===== src/rtl/weight2_seq_ctrl_if.sv =====
// Request/response bundle between the DQN top-level FSM (master) and the
// layer-2 weight sequencer (slave).
interface weight2_seq_ctrl_if #(
    parameter int unsigned ROW_W  = 4,
    parameter int unsigned STEP_W = 4
);
    logic              fwd_start;
    logic              bwd_start;
    logic [ROW_W-1:0]  row_idx;
    logic              row_vld;
    logic              upd_en;
    logic [STEP_W-1:0] step;
    logic              busy;
    logic              fwd_done;
    logic              bwd_done;
    logic              tgt_sync;

    modport master (
        output fwd_start, bwd_start,
        input  row_idx, row_vld, upd_en, step, busy, fwd_done, bwd_done, tgt_sync
    );

    modport slave (
        input  fwd_start, bwd_start,
        output row_idx, row_vld, upd_en, step, busy, fwd_done, bwd_done, tgt_sync
    );
endinterface


===== src/rtl/weight2_seq_ctrl.sv =====
// Layer-2 weight bank sequencer: forward read sweep, backward update sweep and
// training step counter. Define WEIGHT2_TGT_SYNC_EN to enable target-sync pulses.
module weight2_seq_ctrl #(
    parameter int unsigned N_ROWS      = 9,
    parameter int unsigned ROW_W       = 4,
    parameter int unsigned STEP_W      = 4,
    parameter int unsigned SYNC_PERIOD = 8
) (
    input  logic                clk,
    input  logic                rst_n,
    weight2_seq_ctrl_if.slave   bus
);
    typedef enum logic [1:0] {ST_IDLE, ST_FWD, ST_BWD} state_e;

    localparam logic [ROW_W-1:0]  LAST_ROW = ROW_W'(N_ROWS - 1);
    localparam logic [STEP_W-1:0] STEP_MAX = '1;

    if (((1 << ROW_W) < N_ROWS) || (SYNC_PERIOD < 1)) begin : g_bad_cfg
        $error("weight2_seq_ctrl: invalid parameter set");
    end

    state_e            state_q,    state_d;
    logic [ROW_W-1:0]  row_idx_q,  row_idx_d;
    logic              row_vld_q,  row_vld_d;
    logic              upd_en_q,   upd_en_d;
    logic [STEP_W-1:0] step_q,     step_d;
    logic              busy_q,     busy_d;
    logic              fwd_done_q, fwd_done_d;
    logic              bwd_done_q, bwd_done_d;
    logic              pending_q,  pending_d;
    logic              tgt_sync_d;

`ifdef WEIGHT2_TGT_SYNC_EN
    localparam int unsigned SYNC_W = $clog2(SYNC_PERIOD + 1);
    logic [SYNC_W-1:0] sync_cnt_q, sync_cnt_d;
    logic              tgt_sync_q;
`endif

    always_comb begin
        state_d    = state_q;
        row_idx_d  = row_idx_q;
        row_vld_d  = row_vld_q;
        upd_en_d   = upd_en_q;
        step_d     = step_q;
        busy_d     = busy_q;
        pending_d  = pending_q;
        fwd_done_d = 1'b0;
        bwd_done_d = 1'b0;
        tgt_sync_d = 1'b0;
`ifdef WEIGHT2_TGT_SYNC_EN
        sync_cnt_d = sync_cnt_q;
`endif
        case (state_q)
            ST_IDLE: begin
                // A simultaneous fwd/bwd request runs forward first; the update is queued.
                if (bus.fwd_start) begin
                    state_d   = ST_FWD;
                    row_idx_d = '0;
                    row_vld_d = 1'b1;
                    busy_d    = 1'b1;
                    pending_d = bus.bwd_start;
                end else if (bus.bwd_start || pending_q) begin
                    state_d   = ST_BWD;
                    row_idx_d = '0;
                    upd_en_d  = 1'b1;
                    busy_d    = 1'b1;
                    pending_d = 1'b0;
                end
            end
            ST_FWD: begin
                pending_d = pending_q | bus.bwd_start;
                if (row_idx_q == LAST_ROW) begin
                    state_d    = ST_IDLE;
                    row_idx_d  = '0;
                    row_vld_d  = 1'b0;
                    busy_d     = 1'b0;
                    fwd_done_d = 1'b1;
                end else begin
                    row_idx_d = row_idx_q + ROW_W'(1);
                end
            end
            ST_BWD: begin
                pending_d = pending_q | bus.bwd_start;
                if (row_idx_q == LAST_ROW) begin
                    state_d    = ST_IDLE;
                    row_idx_d  = '0;
                    upd_en_d   = 1'b0;
                    busy_d     = 1'b0;
                    bwd_done_d = 1'b1;
                    // Step skips 0 on wrap so the bank never gates updates again.
                    step_d     = (step_q == STEP_MAX) ? STEP_W'(1) : step_q + STEP_W'(1);
`ifdef WEIGHT2_TGT_SYNC_EN
                    if (sync_cnt_q == SYNC_W'(SYNC_PERIOD - 1)) begin
                        sync_cnt_d = '0;
                        tgt_sync_d = 1'b1;
                    end else begin
                        sync_cnt_d = sync_cnt_q + SYNC_W'(1);
                    end
`endif
                end else begin
                    row_idx_d = row_idx_q + ROW_W'(1);
                end
            end
            default: begin
                state_d   = ST_IDLE;
                row_idx_d = '0;
                row_vld_d = 1'b0;
                upd_en_d  = 1'b0;
                busy_d    = 1'b0;
            end
        endcase
    end

    always_ff @(posedge clk) begin
        if (!rst_n) begin
            state_q    <= ST_IDLE;
            row_idx_q  <= '0;
            row_vld_q  <= 1'b0;
            upd_en_q   <= 1'b0;
            step_q     <= '0;
            busy_q     <= 1'b0;
            fwd_done_q <= 1'b0;
            bwd_done_q <= 1'b0;
            pending_q  <= 1'b0;
`ifdef WEIGHT2_TGT_SYNC_EN
            sync_cnt_q <= '0;
            tgt_sync_q <= 1'b0;
`endif
        end else begin
            state_q    <= state_d;
            row_idx_q  <= row_idx_d;
            row_vld_q  <= row_vld_d;
            upd_en_q   <= upd_en_d;
            step_q     <= step_d;
            busy_q     <= busy_d;
            fwd_done_q <= fwd_done_d;
            bwd_done_q <= bwd_done_d;
            pending_q  <= pending_d;
`ifdef WEIGHT2_TGT_SYNC_EN
            sync_cnt_q <= sync_cnt_d;
            tgt_sync_q <= tgt_sync_d;
`endif
        end
    end

    assign bus.row_idx  = row_idx_q;
    assign bus.row_vld  = row_vld_q;
    assign bus.upd_en   = upd_en_q;
    assign bus.step     = step_q;
    assign bus.busy     = busy_q;
    assign bus.fwd_done = fwd_done_q;
    assign bus.bwd_done = bwd_done_q;
`ifdef WEIGHT2_TGT_SYNC_EN
    assign bus.tgt_sync = tgt_sync_q;
`else
    assign bus.tgt_sync = 1'b0;
    logic unused_tgt_sync;
    assign unused_tgt_sync = tgt_sync_d;
`endif
endmodule

===== src/flat_wrapper.sv =====
// flat-port wrapper written by rule: the top's interface ports become plain ports
module weight2_seq_ctrl_flat 
#(
    parameter int unsigned N_ROWS      = 9,
    parameter int unsigned ROW_W       = 4,
    parameter int unsigned STEP_W      = 4,
    parameter int unsigned SYNC_PERIOD = 8
)
  (clk, rst_n, bus_fwd_start, bus_bwd_start, bus_row_idx, bus_row_vld, bus_upd_en, bus_step, bus_busy, bus_fwd_done, bus_bwd_done, bus_tgt_sync);
  weight2_seq_ctrl_if #(.ROW_W(ROW_W), .STEP_W(STEP_W)) bus_i ();
  input  logic clk;
  input  logic rst_n;
  input wire logic [$bits(bus_i.fwd_start)-1:0] bus_fwd_start;
  input wire logic [$bits(bus_i.bwd_start)-1:0] bus_bwd_start;
  output wire logic [$bits(bus_i.row_idx)-1:0] bus_row_idx;
  output wire logic [$bits(bus_i.row_vld)-1:0] bus_row_vld;
  output wire logic [$bits(bus_i.upd_en)-1:0] bus_upd_en;
  output wire logic [$bits(bus_i.step)-1:0] bus_step;
  output wire logic [$bits(bus_i.busy)-1:0] bus_busy;
  output wire logic [$bits(bus_i.fwd_done)-1:0] bus_fwd_done;
  output wire logic [$bits(bus_i.bwd_done)-1:0] bus_bwd_done;
  output wire logic [$bits(bus_i.tgt_sync)-1:0] bus_tgt_sync;
  assign bus_i.fwd_start = bus_fwd_start;
  assign bus_i.bwd_start = bus_bwd_start;
  assign bus_row_idx = bus_i.row_idx;
  assign bus_row_vld = bus_i.row_vld;
  assign bus_upd_en = bus_i.upd_en;
  assign bus_step = bus_i.step;
  assign bus_busy = bus_i.busy;
  assign bus_fwd_done = bus_i.fwd_done;
  assign bus_bwd_done = bus_i.bwd_done;
  assign bus_tgt_sync = bus_i.tgt_sync;
  weight2_seq_ctrl #(.N_ROWS(N_ROWS), .ROW_W(ROW_W), .STEP_W(STEP_W), .SYNC_PERIOD(SYNC_PERIOD)) u_core (.clk(clk), .rst_n(rst_n), .bus(bus_i));
endmodule

===== config.mk =====
export PLATFORM = sky130hd
export DESIGN_NAME = weight2_seq_ctrl_flat
export DESIGN_NICKNAME = d
export VERILOG_FILES = /design/src/rtl/weight2_seq_ctrl_if.sv /design/src/rtl/weight2_seq_ctrl.sv /design/src/flat_wrapper.sv
export SDC_FILE = /design/constraint.sdc
export NUM_CORES = 1
export LEC_CHECK = 0
export CAP_MARGIN = 20
export CORE_AREA = 4 4 46 48
export CTS_CLUSTER_SIZE = 24
export DETAILED_ROUTE_END_ITERATION = 6
export DIE_AREA = 0 0 50 52
export PLACE_DENSITY = 0.79
export SLEW_MARGIN = 40
export SYNTH_ARGS = -nofsm -noshare
export SYNTH_HDL_FRONTEND = slang
export SYNTH_SLANG_ARGS = --single-unit

===== constraint.sdc =====
create_clock -name clk -period 3.07 [get_ports clk]
set_clock_uncertainty 0.2 [all_clocks]
set_input_delay 0.614 -clock clk [delete_from_list [all_inputs] [get_ports clk]]
set_output_delay 0.614 -clock clk [all_outputs]
set_load 0.01 [all_outputs]

==> flow_summary.ini <==
[outcome]
status = completed

[placed_design]
hpwl_um = 1246
io_buffers = 16
post-place-ws_ns = 0.7477
place_congestion = 0.8521

[route]
drc = 0
ant_nets = 0
routed_wl_um = 1649
vias = 743
wl_per_cell_um = 12.31
dr.pass1.iters = 4
avgViaCountPerCell = 5.545
drtIter0Drc = 20

[sta]
timing.fmax_ghz = 0.4796
finalSetupViolCount = 0
tns_ns = 0
period_share_pct = 67.92
finalCriticalPeriod_ns = 2.085
rsz0062_at_grt = no
setup_ws_ns = 0.9849
slew_viol_final = 0
hold_viol = 0

[final_layout]
layout_common_cells = clkdlybuf4s50_1 (16), dfxtp_1 (16), nand2_1 (8), ha_1 (8), a21oi_1 (7)
syn2layout_area_growth_pct = 20.60
fin_nets = 123
drive_above_1_share_pct = 6.422
final_util_pct = 61.76
antennaDiodeCount = 0

[critical_path]
cp_max_fo = 6
max_stage_delay_ns = 0.57
critical_path_class = reg2out
rrSetupSlack_ns = 1.14
path_cells = clkdlybuf4s50_1
worstPathRequired_ns = 2.26
slowest_stage = clkdlybuf4s50_1
crit_path_start_kind = flop
arrival_ns = 1.27
critPathBufInv = 1
critical_path.top_delay_family = buffers and inverters
critPathCaptureType = output pin

[cts]
cts_tree = built
ctsHtreeMaxLevel = 1
cts_root_buffer = clkbuf_4
ctsHoldBuffers = 0
cts_buffers = 3
cts_buffer_depth = 2
clk_latency_ns = 0.28
cts_resized = 0
clkSlewWorstSetupHoldPaths_ns = 0.09
post-cts-setup-buffers = 0
clock-sinks = 16

[floorplan]
die_w_um = 50
start_util_pct = 51.21
die_h_um = 52
core_sq_um = 1708
ioPinCount = 18
fp.dieArea_sq_um = 2600
rows = 15

[logic_synthesis]
ys_seq_elements = 16
synth_top_cell_by_area = dfxtp_1
synth_top_area_share_pct = 36.62
synth_cell_types = 36
synth_cells = 95
synthesis.nets = 107
synth_warnings = 0
synthesis.area_sq_um = 874.6
synthTopCellsByArea = dfxtp_1 (37%), ha_1 (11%), a21oi_1 (4.0%), nand2_1 (3.4%), nand3_1 (2.9%)
avgSynthCellArea_sq_um = 9.206
yosysSeqAreaShare_pct = 36.62

[power]
cellLeakagePower_uw = 0.0004191
max-vdd-ir-drop_v = 0.0006226
power_density_nw_per_um2 = 736.7

[global_routing]
grt_max_degree = 13
antenna_found_initial = 0
grt_usage_pct = 14.46
grt_pass1_vias = 700
grt_first_pass_wirelength_um = 3036
grt.overflow.total = 0

[run]
maxCapViolCount = 0

[hold_path]
hold_path.class = reg2reg
[sequential cells by signal, indices dropped and copies added (netlist names)]
register             count
u_core.bus.fwd_done      1
u_core.pending_q         1
u_core.bus.step          4
u_core.bus.bwd_done      1
u_core.bus.row_vld       1
u_core.bus.row_idx       4
u_core.bus.upd_en        1
u_core.bus.busy          1
u_core.state_q           2
[kinds of logic (layout without fill, tap and decap cells)]
family / after synthesis / count (layout) / synth area share, %
adder cells (fa/ha/maj): 8 / 8 / 11.45
buffers and inverters: 11 / 25 / 6.437
AO/OA/AOI/OAI: 22 / 22 / 18.31
AND/OR/NAND/NOR: 35 / 35 / 24.46
multiplexers: 2 / 2 / 2.289
flip-flops: 16 / 16 / 36.62
other: 1 / 1 / 0.4288
[synth_stat cells]
library cell  count
nor3_1            2
o211ai_1          1
and3_1            1
mux2i_1           2
a2111oi_0         1
and4b_1           1
or4b_1            2
and2b_2           1
conb_1            1
nand2b_1          1
a21oi_1           7
nor2_1            4
inv_1             5
ha_1              8
o2bb2ai_1         1
o211a_1           2
a22oi_1           1
a211o_1           2
nor4b_4           1
o221a_2           2
dfxtp_1          16
nand3b_1          1
buf_6             1
and2_1            2
clkbuf_1          2
nor2b_1           2
buf_4             2
nand3_1           5
a21boi_0          1
nand2_1           8
a31oi_1           1
nand4_1           3
o21ai_0           2
or2b_1            1
o32ai_1           1
clkinv_1          1
[area by class of cell]
| cell class | instances | area [sq um] |
|---|---|---|
| sequential | 16 | 320.3 |
| multi-input combinational | 68 | 498.0 |
| timing repair buffer | 16 | 160.2 |
| clock buffer | 3 | 22.52 |
| inverter | 6 | 22.52 |
| fill | 147 | 653.1 |
| tap | 25 | 31.28 |
[routing by layer]
layer	GRT usage [%]	share of wire (%)	vias to the layer above
li1	-	-	373
met1	19.61	47	346
met2	22.83	47	24
met3	2.006	5.5	0
met4	5.991	0	0
met5	0	0	-
[final timing paths]
check | cells after the start | end | startpoint
worst min register to register | 2 | u_core.bus.row_idx[1]$_SDFFE_PN0P_ | u_core.bus.row_idx[1]$_SDFFE_PN0P_
worst max register to register | 5 | u_core.bus.row_idx[3]$_SDFFE_PN0P_ | u_core.state_q[1]$_SDFFE_PN0P_
worst max-delay path | 1 | bus_step[2] | u_core.bus.step[2]$_SDFFE_PN0P_
worst min-delay path | 2 | u_core.bus.row_idx[1]$_SDFFE_PN0P_ | u_core.bus.row_idx[1]$_SDFFE_PN0P_
[metrics by stage]
| step | hold WS, ns | total power (uW) | cell area [sq um] | std cells |
|---|---|---|---|---|
| 2_1_floorplan | 0.3085 | 569.7 | 874.6 | 95 |
| 3_3_place_gp | 0.2904 | 661.1 | 1032 | 131 |
| 3_5_place_dp | 0.2893 | 674.5 | 1032 | 131 |
| 4_1_cts | 0.3093 | 783.4 | 1055 | 134 |
| 5_1_grt | 0.3500 | 851.3 | 1055 | 134 |
| 6_report | 0.3033 | 777.0 | 1055 | 134 |
[report_power, final]
group	total, uW	internal, uW	leakage (uW)	switching (uW)
clock network	107	45.4	0.0000138	61.7
registers	289	251	0.000130	37.8
logic	381	189	0.000275	192
total	777	486	0.000419	291
[tightest hold or removal path, stage by stage, from the launching register on]
cell and delay [ns]:
dfxtp_1 0.35, nand2_1 0.06, a21oi_1 0.05
No activity file was read; power rests on OpenSTA's default activity.
